`src/rtl/riscv_ctrl_pkg.sv`:
```
// Shared encodings for the pipelined RISC-V control unit: opcodes, control-field
// enums, and the packed control word carried through the pipeline registers.
package riscv_ctrl_pkg;

  localparam logic [6:0] OP_LOAD   = 7'b0000011;
  localparam logic [6:0] OP_STORE  = 7'b0100011;
  localparam logic [6:0] OP_R      = 7'b0110011;
  localparam logic [6:0] OP_IALU   = 7'b0010011;
  localparam logic [6:0] OP_BRANCH = 7'b1100011;
  localparam logic [6:0] OP_JAL    = 7'b1101111;
  localparam logic [6:0] OP_JALR   = 7'b1100111;
  localparam logic [6:0] OP_LUI    = 7'b0110111;
  localparam logic [6:0] OP_AUIPC  = 7'b0010111;

  localparam int unsigned CNT_W_DEFAULT = 8;

  typedef enum logic [2:0] {
    IMM_I = 3'b000,
    IMM_S = 3'b001,
    IMM_B = 3'b010,
    IMM_J = 3'b011,
    IMM_U = 3'b100
  } imm_src_t;

  typedef enum logic [1:0] {
    RES_ALU = 2'b00,
    RES_MEM = 2'b01,
    RES_PC4 = 2'b10
  } res_src_t;

  typedef enum logic [1:0] {
    ALU_A_RS1  = 2'b00,
    ALU_A_PC   = 2'b01,
    ALU_A_ZERO = 2'b10
  } alu_a_src_t;

  typedef enum logic [1:0] {
    ALU_OP_ADD   = 2'b00,
    ALU_OP_SUB   = 2'b01,
    ALU_OP_FUNCT = 2'b10
  } alu_op_t;

  typedef struct packed {
    logic       reg_write;
    logic       mem_write;
    logic       branch;
    logic       jump;
    logic       jalr;
    logic       alu_src;
    res_src_t   result_src;
    alu_a_src_t alu_a_src;
    alu_op_t    alu_op;
  } ctrl_word_t;

  typedef struct packed {
    logic     reg_write;
    logic     mem_write;
    res_src_t result_src;
  } ctrl_mem_t;

  typedef struct packed {
    logic     reg_write;
    res_src_t result_src;
  } ctrl_wb_t;

endpackage

```
`src/rtl/ctrl_decode.sv`:
```
// Combinational opcode decoder. An undecoded or disabled opcode yields an
// all-zero control word; valid_i=0 also yields zero and never flags illegal.
module ctrl_decode
  import riscv_ctrl_pkg::*;
#(
  parameter bit ENABLE_JUMP  = 1'b1,
  parameter bit ENABLE_UPPER = 1'b1
) (
  input  logic       [6:0] op_i,
  input  logic             valid_i,
  output ctrl_word_t       word_o,
  output logic       [2:0] imm_src_o,
  output logic             illegal_o
);

  ctrl_word_t word;
  imm_src_t   imm;
  logic       legal;

  always_comb begin
    word  = '0;
    imm   = IMM_I;
    legal = 1'b1;
    unique case (op_i)
      OP_LOAD: begin
        word.reg_write  = 1'b1;
        word.alu_src    = 1'b1;
        word.result_src = RES_MEM;
      end
      OP_STORE: begin
        word.mem_write = 1'b1;
        word.alu_src   = 1'b1;
        imm            = IMM_S;
      end
      OP_R: begin
        word.reg_write = 1'b1;
        word.alu_op    = ALU_OP_FUNCT;
      end
      OP_IALU: begin
        word.reg_write = 1'b1;
        word.alu_src   = 1'b1;
        word.alu_op    = ALU_OP_FUNCT;
      end
      OP_BRANCH: begin
        word.branch = 1'b1;
        word.alu_op = ALU_OP_SUB;
        imm         = IMM_B;
      end
      OP_JAL: begin
        word.reg_write  = 1'b1;
        word.jump       = 1'b1;
        word.result_src = RES_PC4;
        imm             = IMM_J;
        legal           = ENABLE_JUMP;
      end
      OP_JALR: begin
        word.reg_write  = 1'b1;
        word.jump       = 1'b1;
        word.jalr       = 1'b1;
        word.alu_src    = 1'b1;
        word.result_src = RES_PC4;
        legal           = ENABLE_JUMP;
      end
      OP_LUI: begin
        word.reg_write = 1'b1;
        word.alu_src   = 1'b1;
        word.alu_a_src = ALU_A_ZERO;
        imm            = IMM_U;
        legal          = ENABLE_UPPER;
      end
      OP_AUIPC: begin
        word.reg_write = 1'b1;
        word.alu_src   = 1'b1;
        word.alu_a_src = ALU_A_PC;
        imm            = IMM_U;
        legal          = ENABLE_UPPER;
      end
      default: legal = 1'b0;
    endcase
    // Anything that is not a real, legal instruction becomes a bubble.
    if (!valid_i || !legal) begin
      word = '0;
      imm  = IMM_I;
    end
  end

  assign word_o    = word;
  assign imm_src_o = imm;
  assign illegal_o = valid_i && !legal;

endmodule

```
`src/rtl/ctrl_pipe.sv`:
```
// Control-word pipeline ID/EX -> EX/MEM -> MEM/WB with hazard stall/flush and a
// saturating count of illegal instructions admitted into EX.
module ctrl_pipe
  import riscv_ctrl_pkg::*;
#(
  parameter bit          ENABLE_JUMP  = 1'b1,
  parameter bit          ENABLE_UPPER = 1'b1,
  parameter int unsigned CNT_W        = CNT_W_DEFAULT
) (
  input  logic             clk,
  input  logic             rst,
  input  logic [6:0]       op_d,
  input  logic             valid_d,
  input  logic             stall_e,
  input  logic             flush_e,
  output logic [2:0]       imm_src_d,
  output logic             illegal_d,
  output logic             reg_write_e,
  output logic             mem_write_e,
  output logic             branch_e,
  output logic             jump_e,
  output logic             jalr_e,
  output logic             alu_src_e,
  output logic [1:0]       result_src_e,
  output logic [1:0]       alu_a_src_e,
  output logic [1:0]       alu_op_e,
  output logic             reg_write_m,
  output logic             mem_write_m,
  output logic [1:0]       result_src_m,
  output logic             reg_write_w,
  output logic [1:0]       result_src_w,
  output logic [CNT_W-1:0] illegal_cnt
);

  ctrl_word_t        dec_word;
  ctrl_word_t        idex_q, idex_d;
  ctrl_mem_t         exmem_q, exmem_d;
  ctrl_wb_t          memwb_q, memwb_d;
  logic [CNT_W-1:0]  cnt_q, cnt_d;
  logic              idex_load;

  ctrl_decode #(
    .ENABLE_JUMP  (ENABLE_JUMP),
    .ENABLE_UPPER (ENABLE_UPPER)
  ) u_decode (
    .op_i      (op_d),
    .valid_i   (valid_d),
    .word_o    (dec_word),
    .imm_src_o (imm_src_d),
    .illegal_o (illegal_d)
  );

  assign idex_load = !flush_e && !stall_e;

  always_comb begin
    idex_d = idex_q;
    if (flush_e)        idex_d = '0;
    else if (!stall_e)  idex_d = dec_word;

    // A stall keeps the EX word but must not duplicate it into MEM.
    exmem_d = '0;
    if (!(stall_e && !flush_e)) begin
      exmem_d.reg_write  = idex_q.reg_write;
      exmem_d.mem_write  = idex_q.mem_write;
      exmem_d.result_src = idex_q.result_src;
    end

    memwb_d.reg_write  = exmem_q.reg_write;
    memwb_d.result_src = exmem_q.result_src;

    cnt_d = cnt_q;
    if (illegal_d && idex_load && (cnt_q != {CNT_W{1'b1}})) cnt_d = cnt_q + 1'b1;
  end

  always_ff @(posedge clk) begin
    if (rst) begin
      idex_q  <= '0;
      exmem_q <= '0;
      memwb_q <= '0;
      cnt_q   <= '0;
    end else begin
      idex_q  <= idex_d;
      exmem_q <= exmem_d;
      memwb_q <= memwb_d;
      cnt_q   <= cnt_d;
    end
  end

  assign reg_write_e  = idex_q.reg_write;
  assign mem_write_e  = idex_q.mem_write;
  assign branch_e     = idex_q.branch;
  assign jump_e       = idex_q.jump;
  assign jalr_e       = idex_q.jalr;
  assign alu_src_e    = idex_q.alu_src;
  assign result_src_e = idex_q.result_src;
  assign alu_a_src_e  = idex_q.alu_a_src;
  assign alu_op_e     = idex_q.alu_op;
  assign reg_write_m  = exmem_q.reg_write;
  assign mem_write_m  = exmem_q.mem_write;
  assign result_src_m = exmem_q.result_src;
  assign reg_write_w  = memwb_q.reg_write;
  assign result_src_w = memwb_q.result_src;
  assign illegal_cnt  = cnt_q;

endmodule

```
`config.mk`:
```
export PLATFORM = sky130hd
export DESIGN_NAME = ctrl_pipe
export DESIGN_NICKNAME = d
export VERILOG_FILES = /design/src/rtl/riscv_ctrl_pkg.sv /design/src/rtl/ctrl_decode.sv /design/src/rtl/ctrl_pipe.sv
export SDC_FILE = /design/constraint.sdc
export NUM_CORES = 1
export LEC_CHECK = 0
export ABC_AREA = 1
export BUFFER_PORTS_ARGS = -buffer_cell sky130_fd_sc_hd__buf_2
export CORE_MARGIN = 2
export CORE_UTILIZATION = 30
export CTS_BUF_LIST = sky130_fd_sc_hd__clkbuf_8
export CTS_CLUSTER_SIZE = 16
export DETAILED_ROUTE_END_ITERATION = 16
export PLACE_DENSITY_LB_ADDON = 0.12
export SKIP_CTS_REPAIR_TIMING = 1
export SLEW_MARGIN = 20
export SYNTH_ARGS = -nofsm -noshare
export SYNTH_HDL_FRONTEND = slang
export SYNTH_SLANG_ARGS = --single-unit
```
`constraint.sdc`:
```
create_clock -name clk -period 2.82 [get_ports clk]
set_clock_uncertainty 0.1 [all_clocks]
set_input_delay 0.282 -clock clk [delete_from_list [all_inputs] [get_ports clk]]
set_output_delay 0.282 -clock clk [all_outputs]
set_load 0.02 [all_outputs]
```
==> results of run 1 <==
-- metal layers --
metal  track usage (%)  vias to the layer above  wire, microns
met1              18.0                      576           1630
li1                  -                      721              -
met5                 0                        -              0
met3              2.99                        2            169
met4              3.77                        0             27
met2              18.4                       30           1240
-- power by group --
group / leakage, uW / switching (uW) / internal, uW
registers: 0.000210 / 3.14 / 371
clock network: 0.0000357 / 121 / 190
logic: 0.000564 / 52.0 / 23.6
-- layout by cell type, fill, tap and decap left out --
| cell | netlist | layout |
|---|---|---|
| sky130_fd_sc_hd__a21oi_1 | 13 | 13 |
| sky130_fd_sc_hd__clkinv_1 | 2 | 2 |
| sky130_fd_sc_hd__nand2_2 | 4 | 4 |
| sky130_fd_sc_hd__xnor2_1 | 1 | 1 |
| sky130_fd_sc_hd__nor2_1 | 32 | 32 |
| sky130_fd_sc_hd__dfxtp_1 | 26 | 26 |
| sky130_fd_sc_hd__ha_1 | 1 | 1 |
| sky130_fd_sc_hd__nor2_2 | 4 | 4 |
| sky130_fd_sc_hd__nand2_1 | 45 | 45 |
| sky130_fd_sc_hd__nor3_1 | 2 | 2 |
| sky130_fd_sc_hd__a211oi_1 | 1 | 1 |
| sky130_fd_sc_hd__nor2_4 | 1 | 1 |
| sky130_fd_sc_hd__bufinv_16 | 0 | 1 |
| sky130_fd_sc_hd__nand3_2 | 3 | 3 |
| sky130_fd_sc_hd__clkbuf_8 | 0 | 3 |
| sky130_fd_sc_hd__o21ai_0 | 5 | 5 |
| sky130_fd_sc_hd__buf_2 | 1 | 42 |
| sky130_fd_sc_hd__nand3_1 | 14 | 14 |
| sky130_fd_sc_hd__inv_2 | 4 | 4 |
| sky130_fd_sc_hd__nand4_1 | 10 | 10 |
| sky130_fd_sc_hd__buf_4 | 1 | 1 |
| sky130_fd_sc_hd__inv_1 | 32 | 32 |
-- logic make-up after synthesis --
logic type	share of synthesized area, %
compound gates	7.32
xor+xnor	0.657
fa+ha+maj	0.939
buf+inv	12.8
flops	39.1
simple gates	39.2
-- metrics by stage --
stage          setup slack, ns  power, uW  area [sq um]  hold WS [ns]
3_5_place_dp             0.783        459          1590         0.308
4_1_cts                  0.779        773          1660         0.132
5_1_grt                  0.601        796          1660         0.144
6_report                 0.794        760          1660         0.132
3_3_place_gp             0.796        460          1590         0.308
2_1_floorplan            0.958        433          1330         0.254
-- how the worst max path moves through the flow --
stage | slack (ns) | to | cells past startpoint | startpoint
floorplan | 0.96 | illegal_cnt[5] | 10 | illegal_cnt[0]
global placement | 0.80 | imm_src_d[2] | 11 | op_d[3]
detailed placement | 0.78 | imm_src_d[2] | 11 | op_d[3]
CTS | 0.78 | imm_src_d[2] | 11 | op_d[3]
global route | 0.60 | imm_src_d[2] | 11 | op_d[3]
finish | 0.79 | imm_src_d[2] | 11 | op_d[3]
-- cell type report --
| cell class | count | area (sq um) | share of cell area [%] |
|---|---|---|---|
| clock buffer | 3 | 41.3 | 2.49 |
| clock inverter | 1 | 30.0 | 1.81 |
| inverter | 38 | 143 | 8.60 |
| multi-input combinational | 136 | 642 | 38.7 |
| sequential | 26 | 520 | 31.4 |
| tap | 52 | 65.1 | 3.92 |
| timing repair buffer | 43 | 218 | 13.1 |
-- registers in the layout, indices dropped and copies added, names as in the netlist --
register and flops:
alu_src_e 1, result_src_w 2, mem_write_e 1, mem_write_m 1
jump_e 1, illegal_cnt 8, alu_op_e 2, jalr_e 1
reg_write_w 1, reg_write_m 1, alu_a_src_e 2, result_src_e 2
result_src_m 2, reg_write_e 1
==> impl_metrics.tcl, run 1 <==
set metrics [dict create \
    outcome "complete, no violations" \
    reg2reg_to "illegal_cnt[3]" \
    reg2regPathDepth 10 \
    arrival_time_worst_endpoint_ns 1.64 \
    finalWeightedCongestion 0.809 \
    cts_made_buffers 3 \
    core.rowCount 24 \
    design.final.nets 261 \
    worst_path_most_repeated_cell "sky130_fd_sc_hd__nand2_1" \
    timing_hold_violations_final 0 \
    synthesis.yosys.warnings 0 \
    timing_max_transition_violations_final 0 \
    synthesis.nets 217 \
    fmax_mhz 494 \
    clk_pin_slew_worst_paths_ns 0.09 \
    clock_tree.htree_level_count 1 \
    clockBufferDepth 2 \
    flow.area_growth_from_synthesis_pct 24.5 \
    crit_chain "buf_2, inv_1, nand2_1, nor2_1, nand3_1, nand3_2, nand2_1, inv_1, nand3_1, nand2_1, buf_2" \
    dr.first_iter.drc_count 74 \
    criticalPathCategory "in -> out" \
    leading_cell_type_by_number_of_instances_after_synthesis "sky130_fd_sc_hd__nand2_1" \
    dr_total_vias 1329 \
    fp.dieW_microns 70.6 \
    max-slew-margin-rel_pct 72.4 \
    synthesis.instances 204 \
    groute.usage.overall_pct 12.5 \
    grt_start_max_net_pins 16 \
    ys_top_cells_by_area "sky130_fd_sc_hd__dfxtp_1 39%, sky130_fd_sc_hd__nand2_1 13%, sky130_fd_sc_hd__inv_1 9.0%" \
    synth_area_per_cell_sq_um 6.53 \
    worst-endpoint-required_ns 2.44 \
    fin_setup_tns_ns 0 \
    hold_depth 2 \
    timing.hold.worst.class "in -> reg" \
    timing.final.crit_share_pct 71.8 \
    synth_area_sq_um 1330 \
    cp_num_buf_inv 4 \
    postSynth.asyncResetShare_pct 0 \
    seq_area_frac_synth_pct 39.1 \
    yosysTopAreaCell "sky130_fd_sc_hd__dfxtp_1" \
    maxCapViolCount 0 \
    critPathTopFamily "simple AND/OR/NAND/NOR gates" \
    synthDominantCellAreaShare_pct 39.1 \
    final-instance-count-excl-fill 299 \
    vdd_drop_max_v 0.000288 \
    worst_setup_path_end_kind "primary output" \
    grt_setup_unrepaired "no" \
    crit_path_max_incr_delay_ns 0.23 \
    finalSetupViolCount 0 \
    worstPathMaxFanout 4 \
    antenna_violations_before_repair 0 \
    synth_enable_flop_cells 0 \
    ys_ff_latch 26 \
    startpoint_of_the_most_critical_hold_path "rst" \
    grt_pass1_wl_microns 5190 \
    category_of_the_worst_setup_path_launch_point "primary input" \
    initial_util_pct 30.8 \
    clock_tree_from_tritoncts "done" \
    hpwl_microns 2370 \
    crit_slowest_cell "sky130_fd_sc_hd__nor2_1" \
    timing.hold.worst_endpoint "result_src_w[0]" \
    cell_chosen_for_the_clock_root "sky130_fd_sc_hd__clkbuf_8" \
    buffer_ports.inserted 42 \
    power_density_nw_per_um2 458 \
    numPlacedInstances 295 \
    vias_cell 4.44 \
    placeableCoreArea_sq_um 4320 \
    antenna_cells 0 \
    first_global_vias 1179 \
    grt_overflow_total 0 \
    reg2reg_slack_ns 0.87 \
    insertion_delay_ns 0.27 \
    ys_types 22 \
    drt-pass1-iter-count 4 \
    post-route-min-period_ns 2.03 \
    synth.top_cells.by_count "45 x sky130_fd_sc_hd__nand2_1, 32 x sky130_fd_sc_hd__inv_1, 32 x sky130_fd_sc_hd__nor2_1" \
    wl_microns 3070 \
    cts.sinks 26 \
    layout-drive-gt1-share_pct 25.5 \
    floorplan.die_area_sq_um 4990 \
    drcViolationCount 0 \
    worst_pin_slew_ns 0.410 \
    io-pin-count 43 \
    fillers 491 \
    antenna_violating_nets_post_route 0 \
    per_cell_routed_wire_length_microns 10.3 \
    ys.flop_type "sky130_fd_sc_hd__dfxtp_1" \
    power_leakage_uw 0.000810 \
    die_height_microns 70.6 \
    final_util_pct 38.4 \
    r2r-start "illegal_cnt[0]" \
]
(Power assumes the default switching activity.)
==> inputs of run 2 (changes only) <==
--- a/config.mk
+++ b/config.mk
@@ -5,7 +5,7 @@
 export SDC_FILE = /design/constraint.sdc
 export NUM_CORES = 1
 export LEC_CHECK = 0
-export ABC_AREA = 1
+export ABC_AREA = 0
 export BUFFER_PORTS_ARGS = -buffer_cell sky130_fd_sc_hd__buf_2
 export CORE_MARGIN = 2
 export CORE_UTILIZATION = 30
==> constraint.sdc (replaced) <==
create_clock -name clk -period 1.9 [get_ports clk]
set_clock_uncertainty 0.1 [all_clocks]
set_input_delay 0.19 -clock clk [delete_from_list [all_inputs] [get_ports clk]]
set_output_delay 0.19 -clock clk [all_outputs]
set_load 0.02 [all_outputs]
==> run 2 against run 1 <==
Effect of this change:
- power increased by 46%
- routed wire length shrank 1.8%
- area after synthesis decreased by 5.0%
- largest cell class unchanged
- register-to-register slack worse by 0.70 ns
- clock power grew 48%
- die area is 4.7% lower
- utilization increased by 0.92 points
- via count shrank 14%
- global-route usage up 1.1 points
- highest routed layer unchanged
==> impl_metrics.tcl, run 2 <==
set metrics [dict create \
    dr.first_iter.drc_count 38 \
    dr_total_vias 1141 \
    category_of_the_worst_setup_path_launch_point "register" \
    finalSetupViolCount 0 \
    reg2regPathDepth 5 \
    hold_depth 3 \
    timing_max_transition_violations_final 0 \
    fmax_mhz 578 \
    r2r-start "illegal_cnt[0]" \
    hpwl_microns 2260 \
    cp_num_buf_inv 0 \
    first_global_vias 1031 \
    grt_overflow_total 0 \
    critPathTopFamily "simple AND/OR/NAND/NOR gates" \
    crit_path_max_incr_delay_ns 0.37 \
    ys.flop_type "sky130_fd_sc_hd__dfxtp_1" \
    seq_area_frac_synth_pct 41.1 \
    antenna_violating_nets_post_route 0 \
    switching_power_uw 245 \
    largest_reg_flops 8 \
    floorplan.die_area_sq_um 4760 \
    worst-endpoint-required_ns 1.97 \
    io-pin-count 43 \
    vdd_drop_max_v 0.000284 \
    ys_types 42 \
    synthesis.yosys.warnings 0 \
    antenna_violations_before_repair 0 \
    synthDominantCellAreaShare_pct 41.1 \
    fp.dieW_microns 69.0 \
    worst_setup_path_end_kind "register" \
    max-slew-margin-rel_pct 65.1 \
    synth_enable_flop_cells 0 \
    synth_area_per_cell_sq_um 8.79 \
    crit_slowest_cell "sky130_fd_sc_hd__nor4b_2" \
    final-seq-area_sq_um 520 \
    synthesis.nets 157 \
    die_height_microns 69.0 \
    fillers 439 \
    synthesis.instances 144 \
    clockBufferDepth 2 \
    outcome "complete, no violations" \
    ys_ff_latch 26 \
    timing.hold.worst.class "in -> reg" \
    grt_start_max_net_pins 21 \
    initial_util_pct 31.4 \
    power_leakage_uw 0.000698 \
    combPwrFrac_pct 8.9 \
    cell_chosen_for_the_clock_root "sky130_fd_sc_hd__clkbuf_8" \
    clock_tree_from_tritoncts "done" \
    startpoint_of_the_most_critical_hold_path "op_d[5]" \
    reg2reg_to "illegal_cnt[0]" \
    power_density_nw_per_um2 700 \
    multiInputGateArea_sq_um 692 \
    wl_microns 3010 \
    numPlacedInstances 230 \
    worstPathMaxFanout 5 \
    buffer_ports.inserted 42 \
    criticalPathCategory "reg -> reg" \
    clk_pin_slew_worst_paths_ns 0.10 \
    grt_setup_unrepaired "no" \
    post-route-min-period_ns 1.73 \
    final_common_cell "sky130_fd_sc_hd__buf_2" \
    cts_made_buffers 3 \
    layout-drive-gt1-share_pct 30.4 \
    cts.sinks 26 \
    grt_pass1_wl_microns 4790 \
    fin_setup_tns_ns 0 \
    timing.hold.worst_endpoint "alu_a_src_e[1]" \
    clock_tree.htree_level_count 1 \
    p_clk_share_pct 41.6 \
    core.rowCount 23 \
    antenna_cells 0 \
    top_library_cells_by_usage_in_the_layout_fill_and_taps_aside "42 x sky130_fd_sc_hd__buf_2, 26 x sky130_fd_sc_hd__dfxtp_1, 22 x sky130_fd_sc_hd__nor2_1" \
    final-instance-count-excl-fill 234 \
    postSynth.asyncResetShare_pct 0 \
    reg2reg_slack_ns 0.17 \
    leading_cell_type_by_number_of_instances_after_synthesis "sky130_fd_sc_hd__dfxtp_1" \
    synth_area_sq_um 1270 \
    flow.area_growth_from_synthesis_pct 25.0 \
    per_cell_routed_wire_length_microns 12.9 \
    yosysTopAreaCell "sky130_fd_sc_hd__dfxtp_1" \
    vias_cell 4.88 \
    intPower_uw 863 \
    ys_top_cells_by_area "sky130_fd_sc_hd__dfxtp_1 41%, sky130_fd_sc_hd__nor2_1 6.5%, sky130_fd_sc_hd__nor2b_1 4.9%" \
    finalWeightedCongestion 0.872 \
    design.final.nets 198 \
    switching_share_pct 22.1 \
    maxCapViolCount 0 \
    arrival_time_worst_endpoint_ns 1.80 \
    drt-pass1-iter-count 4 \
    timing_hold_violations_final 0 \
    timing.final.crit_share_pct 91.1 \
    synth.top_cells.by_count "26 x sky130_fd_sc_hd__dfxtp_1, 22 x sky130_fd_sc_hd__nor2_1, 10 x sky130_fd_sc_hd__nand2_1, 10 x sky130_fd_sc_hd__nor2b_1, 7 x sky130_fd_sc_hd__a21oi_1" \
    insertion_delay_ns 0.27 \
    drcViolationCount 0 \
    worst_pin_slew_ns 0.518 \
    groute.usage.overall_pct 13.6 \
    crit_chain "ha_1, nand3_1, nor2_1, nor4b_2, mux2_4" \
    placeableCoreArea_sq_um 4030 \
    sequentialPowerShare_pct 49.5 \
]
## run 2: cell types whose count changed in the layout (fill, tap and decap cells not counted), moves of 5 or more
cell | before | now
sky130_fd_sc_hd__nor2b_1 | 0 | 10
sky130_fd_sc_hd__nand2_1 | 45 | 10
sky130_fd_sc_hd__nor2_1 | 32 | 22
sky130_fd_sc_hd__nor4_1 | 0 | 5
sky130_fd_sc_hd__nand4_1 | 10 | 3
sky130_fd_sc_hd__nand3_1 | 14 | 3
sky130_fd_sc_hd__inv_1 | 32 | 3
sky130_fd_sc_hd__a21oi_1 | 13 | 7
## run 2: layout make-up
type                       count  share of cell area, %
multi-input combinational    107                   43.7
sequential                    26                   32.9
timing repair buffer          44                   14.2
tap                           50                   3.95
clock buffer                   3                   2.61
clock inverter                 1                   1.90
inverter                       3                  0.711
## run 2: through the flow
step / power (uW) / hold WS [ns] / setup WS [ns] / util [%] / instance area [sq um]
3_3_place_gp: 660 / 0.342 / 0.155 / 37.5 / 1510
2_1_floorplan: 625 / 0.234 / 0.230 / - / 1270
6_report: 1110 / 0.176 / 0.169 / 39.3 / 1580
4_1_cts: 1130 / 0.152 / 0.173 / 39.3 / 1580
5_1_grt: 1150 / 0.205 / 0.00200 / 39.3 / 1580
3_5_place_dp: 661 / 0.350 / 0.163 / 37.5 / 1510
## run 2: worst max path at each step
stage | startpoint | endpoint | slack, ns | cells past startpoint
after floorplan | illegal_cnt[0] | illegal_cnt[0] | 0.23 | 5
after global placement | op_d[2] | illegal_cnt[4] | 0.16 | 6
after detailed placement | op_d[2] | illegal_cnt[4] | 0.16 | 6
after CTS | illegal_cnt[0] | illegal_cnt[4] | 0.17 | 5
after global routing | illegal_cnt[0] | illegal_cnt[7] | 0.002 | 5
final | illegal_cnt[0] | illegal_cnt[0] | 0.17 | 5
## run 2: power groups by stage
stage | Clock [uW] | Sequential [uW] | Combinational, uW
floorplan | 0 | 563 | 62.2
finish | 461 | 548 | 98.9
CTS | 478 | 548 | 100
detailed placement | 0 | 561 | 100
global placement | 0 | 561 | 98.9
global route | 495 | 549 | 111
## run 2: logic make-up (layout without fill, tap and decap cells)
kind of cell | after synthesis | in the layout | share of synthesized area (%)
xor gates and xnor gates | 1 | 1 | 0.692
buffers and inverters | 11 | 51 | 4.25
AOI/OAI and AO/OA | 22 | 22 | 14.0
muxes | 7 | 7 | 6.42
DFF | 26 | 26 | 41.1
adders and majority gates | 1 | 1 | 0.988
and+or+nand+nor | 76 | 76 | 32.5
## run 2: worst reg2reg max path: cells and delay by family, from the launching register on
family,cells,cell delay (ns)
fa+ha+maj,1,0.26
flops,1,0.35
mux,1,0.33
simple gates,3,0.59
## run 2: layer usage
layer	vias up	routed length, microns	global-route usage [%]
li1	587	-	-
met1	525	1490	18.7
met3	2	157	2.76
met5	-	0	0
met4	0	19	5.15
met2	27	1340	20.8
==> inputs of run 3 (changes only) <==
--- a/config.mk
+++ b/config.mk
@@ -12,7 +12,6 @@
 export CTS_BUF_LIST = sky130_fd_sc_hd__clkbuf_8
 export CTS_CLUSTER_SIZE = 16
 export DETAILED_ROUTE_END_ITERATION = 16
-export PLACE_DENSITY_LB_ADDON = 0.12
 export SKIP_CTS_REPAIR_TIMING = 1
 export SLEW_MARGIN = 20
 export SYNTH_ARGS = -nofsm -noshare
==> run 3 against run 2 <==
Effect of this change:
- via count decreased by 0.44%
- register-to-register slack improved by 0.05 ns
- non-clock buffer count unchanged
- clock-buffer cell count unchanged
- flip-flop and latch count unchanged
- critical endpoint unchanged
- first-iteration DRC count increased by 66%
- highest routed layer unchanged
- global-route usage decreased by 0.47 points
- clock power decreased by 1%
- setup slack improved by 0.053 ns
==> impl_metrics.tcl, run 3 (synthesis results as in run 2) <==
set metrics [dict create \
    outcome "complete, no violations" \
    grt_setup_unrepaired "no" \
    groute.usage.overall_pct 13.1 \
    flow.area_growth_from_synthesis_pct 25.0 \
    antenna_violating_nets_post_route 0 \
    antenna_violations_before_repair 0 \
    vdd_drop_max_v 0.000608 \
    crit_slowest_cell "sky130_fd_sc_hd__nor4b_2" \
    wl_microns 2810 \
    buffer_ports.inserted 42 \
    timing_hold_violations_final 0 \
    final-seq-area_sq_um 520 \
    grt_start_max_net_pins 21 \
    timing.hold.worst.class "in -> reg" \
    initial_util_pct 31.4 \
    cp_num_buf_inv 0 \
    worst-endpoint-required_ns 1.97 \
    design.final.nets 198 \
    io-pin-count 43 \
    insertion_delay_ns 0.27 \
    top_library_cells_by_usage_in_the_layout_fill_and_taps_aside "42 x sky130_fd_sc_hd__buf_2, 26 x sky130_fd_sc_hd__dfxtp_1, 22 x sky130_fd_sc_hd__nor2_1" \
    layout-drive-gt1-share_pct 30.4 \
    timing_max_transition_violations_final 0 \
    core.rowCount 23 \
    arrival_time_worst_endpoint_ns 1.75 \
    power_leakage_uw 0.000698 \
    multiInputGateArea_sq_um 692 \
    placeableCoreArea_sq_um 4030 \
    post-route-min-period_ns 1.68 \
    design_power_total_uw 1100 \
    fillers 418 \
    clock_tree.htree_level_count 1 \
    worst_pin_slew_ns 0.510 \
    per_cell_routed_wire_length_microns 12.0 \
    drcViolationCount 0 \
    power_density_nw_per_um2 695 \
    fmax_mhz 596 \
    grt_overflow_total 0 \
    hpwl_microns 2160 \
    category_of_the_worst_setup_path_launch_point "register" \
    drt-pass1-iter-count 4 \
    crit_chain "ha_1, nand3_1, nor2_1, nor4b_2, mux2_4" \
    dr.first_iter.drc_count 63 \
    clock_tree_from_tritoncts "done" \
    critPathTopFamily "simple AND/OR/NAND/NOR gates" \
    crit_path_max_incr_delay_ns 0.37 \
    timing.final.crit_share_pct 88.3 \
    clk_pin_slew_worst_paths_ns 0.09 \
    final_common_cell "sky130_fd_sc_hd__buf_2" \
    finalSetupViolCount 0 \
    vias_cell 4.85 \
    fp.dieW_microns 69.0 \
    clockBufferDepth 2 \
    floorplan.die_area_sq_um 4760 \
    fin_setup_tns_ns 0 \
    fin_hold_ws_ns 0.170 \
    fin_ws_ns 0.222 \
    largest_reg_flops 8 \
    finalWeightedCongestion 0.850 \
    antenna_cells 0 \
    dr_total_vias 1136 \
    grt_pass1_wl_microns 4660 \
    cts.sinks 26 \
    worst_setup_path_end_kind "register" \
    max-slew-margin-rel_pct 65.7 \
    worstPathMaxFanout 5 \
    first_global_vias 991 \
    criticalPathCategory "reg -> reg" \
    cts_made_buffers 3 \
    maxCapViolCount 0 \
    die_height_microns 69.0 \
    reg2reg_slack_ns 0.22 \
    pre_cts_setup_slack_ns 0.199 \
    cell_chosen_for_the_clock_root "sky130_fd_sc_hd__clkbuf_8" \
]
## run 3: cell counts in the layout (fill, tap and decap cells not counted)
Identical to the previous run, type by type.
## run 3: final cells by class
cell class,count,area share (%)
Tap cell,50,3.95
Inverter,3,0.711
Multi-Input combinational cell,107,43.7
Timing Repair Buffer,44,14.2
Clock inverter,1,1.90
Clock buffer,3,2.61
Sequential cell,26,32.9
## run 3: per-layer routing
metal | track usage, % | routed length [microns]
met4 | 2.21 | 13
met1 | 18.3 | 1340
met3 | 4.22 | 219
met5 | 0 | 0
met2 | 20.0 | 1230
## run 3: worst min-delay path: stages
cell                       delay, ns
sky130_fd_sc_hd__buf_2          0.14
sky130_fd_sc_hd__nand3b_1       0.10
sky130_fd_sc_hd__a21oi_1        0.06
## run 3: worst paths after layout
check	startpoint	endpoint	cells past startpoint
worst max register to register	illegal_cnt[0]	illegal_cnt[0]	5
worst min-delay path	op_d[5]	alu_a_src_e[1]	3
worst min register to register	reg_write_m	reg_write_w	1
worst max-delay path	illegal_cnt[0]	illegal_cnt[0]	5
## run 3: where the power goes
| part | leakage (uW) | internal (uW) | switching [uW] | total [uW] |
|---|---|---|---|---|
| registers | 0.000209 | 546 | 1.64 | 548 |
| logic | 0.000453 | 34.9 | 62.6 | 97.5 |
| clock network | 0.0000357 | 282 | 173 | 455 |
## run 3: through the flow
step	std cells	instance area (sq um)	utilization, %
after floorplan	144	1270	-
after global placement	230	1510	37.5
after detailed placement	230	1510	37.5
after CTS	234	1580	39.3
after global routing	234	1580	39.3
final	234	1580	39.3
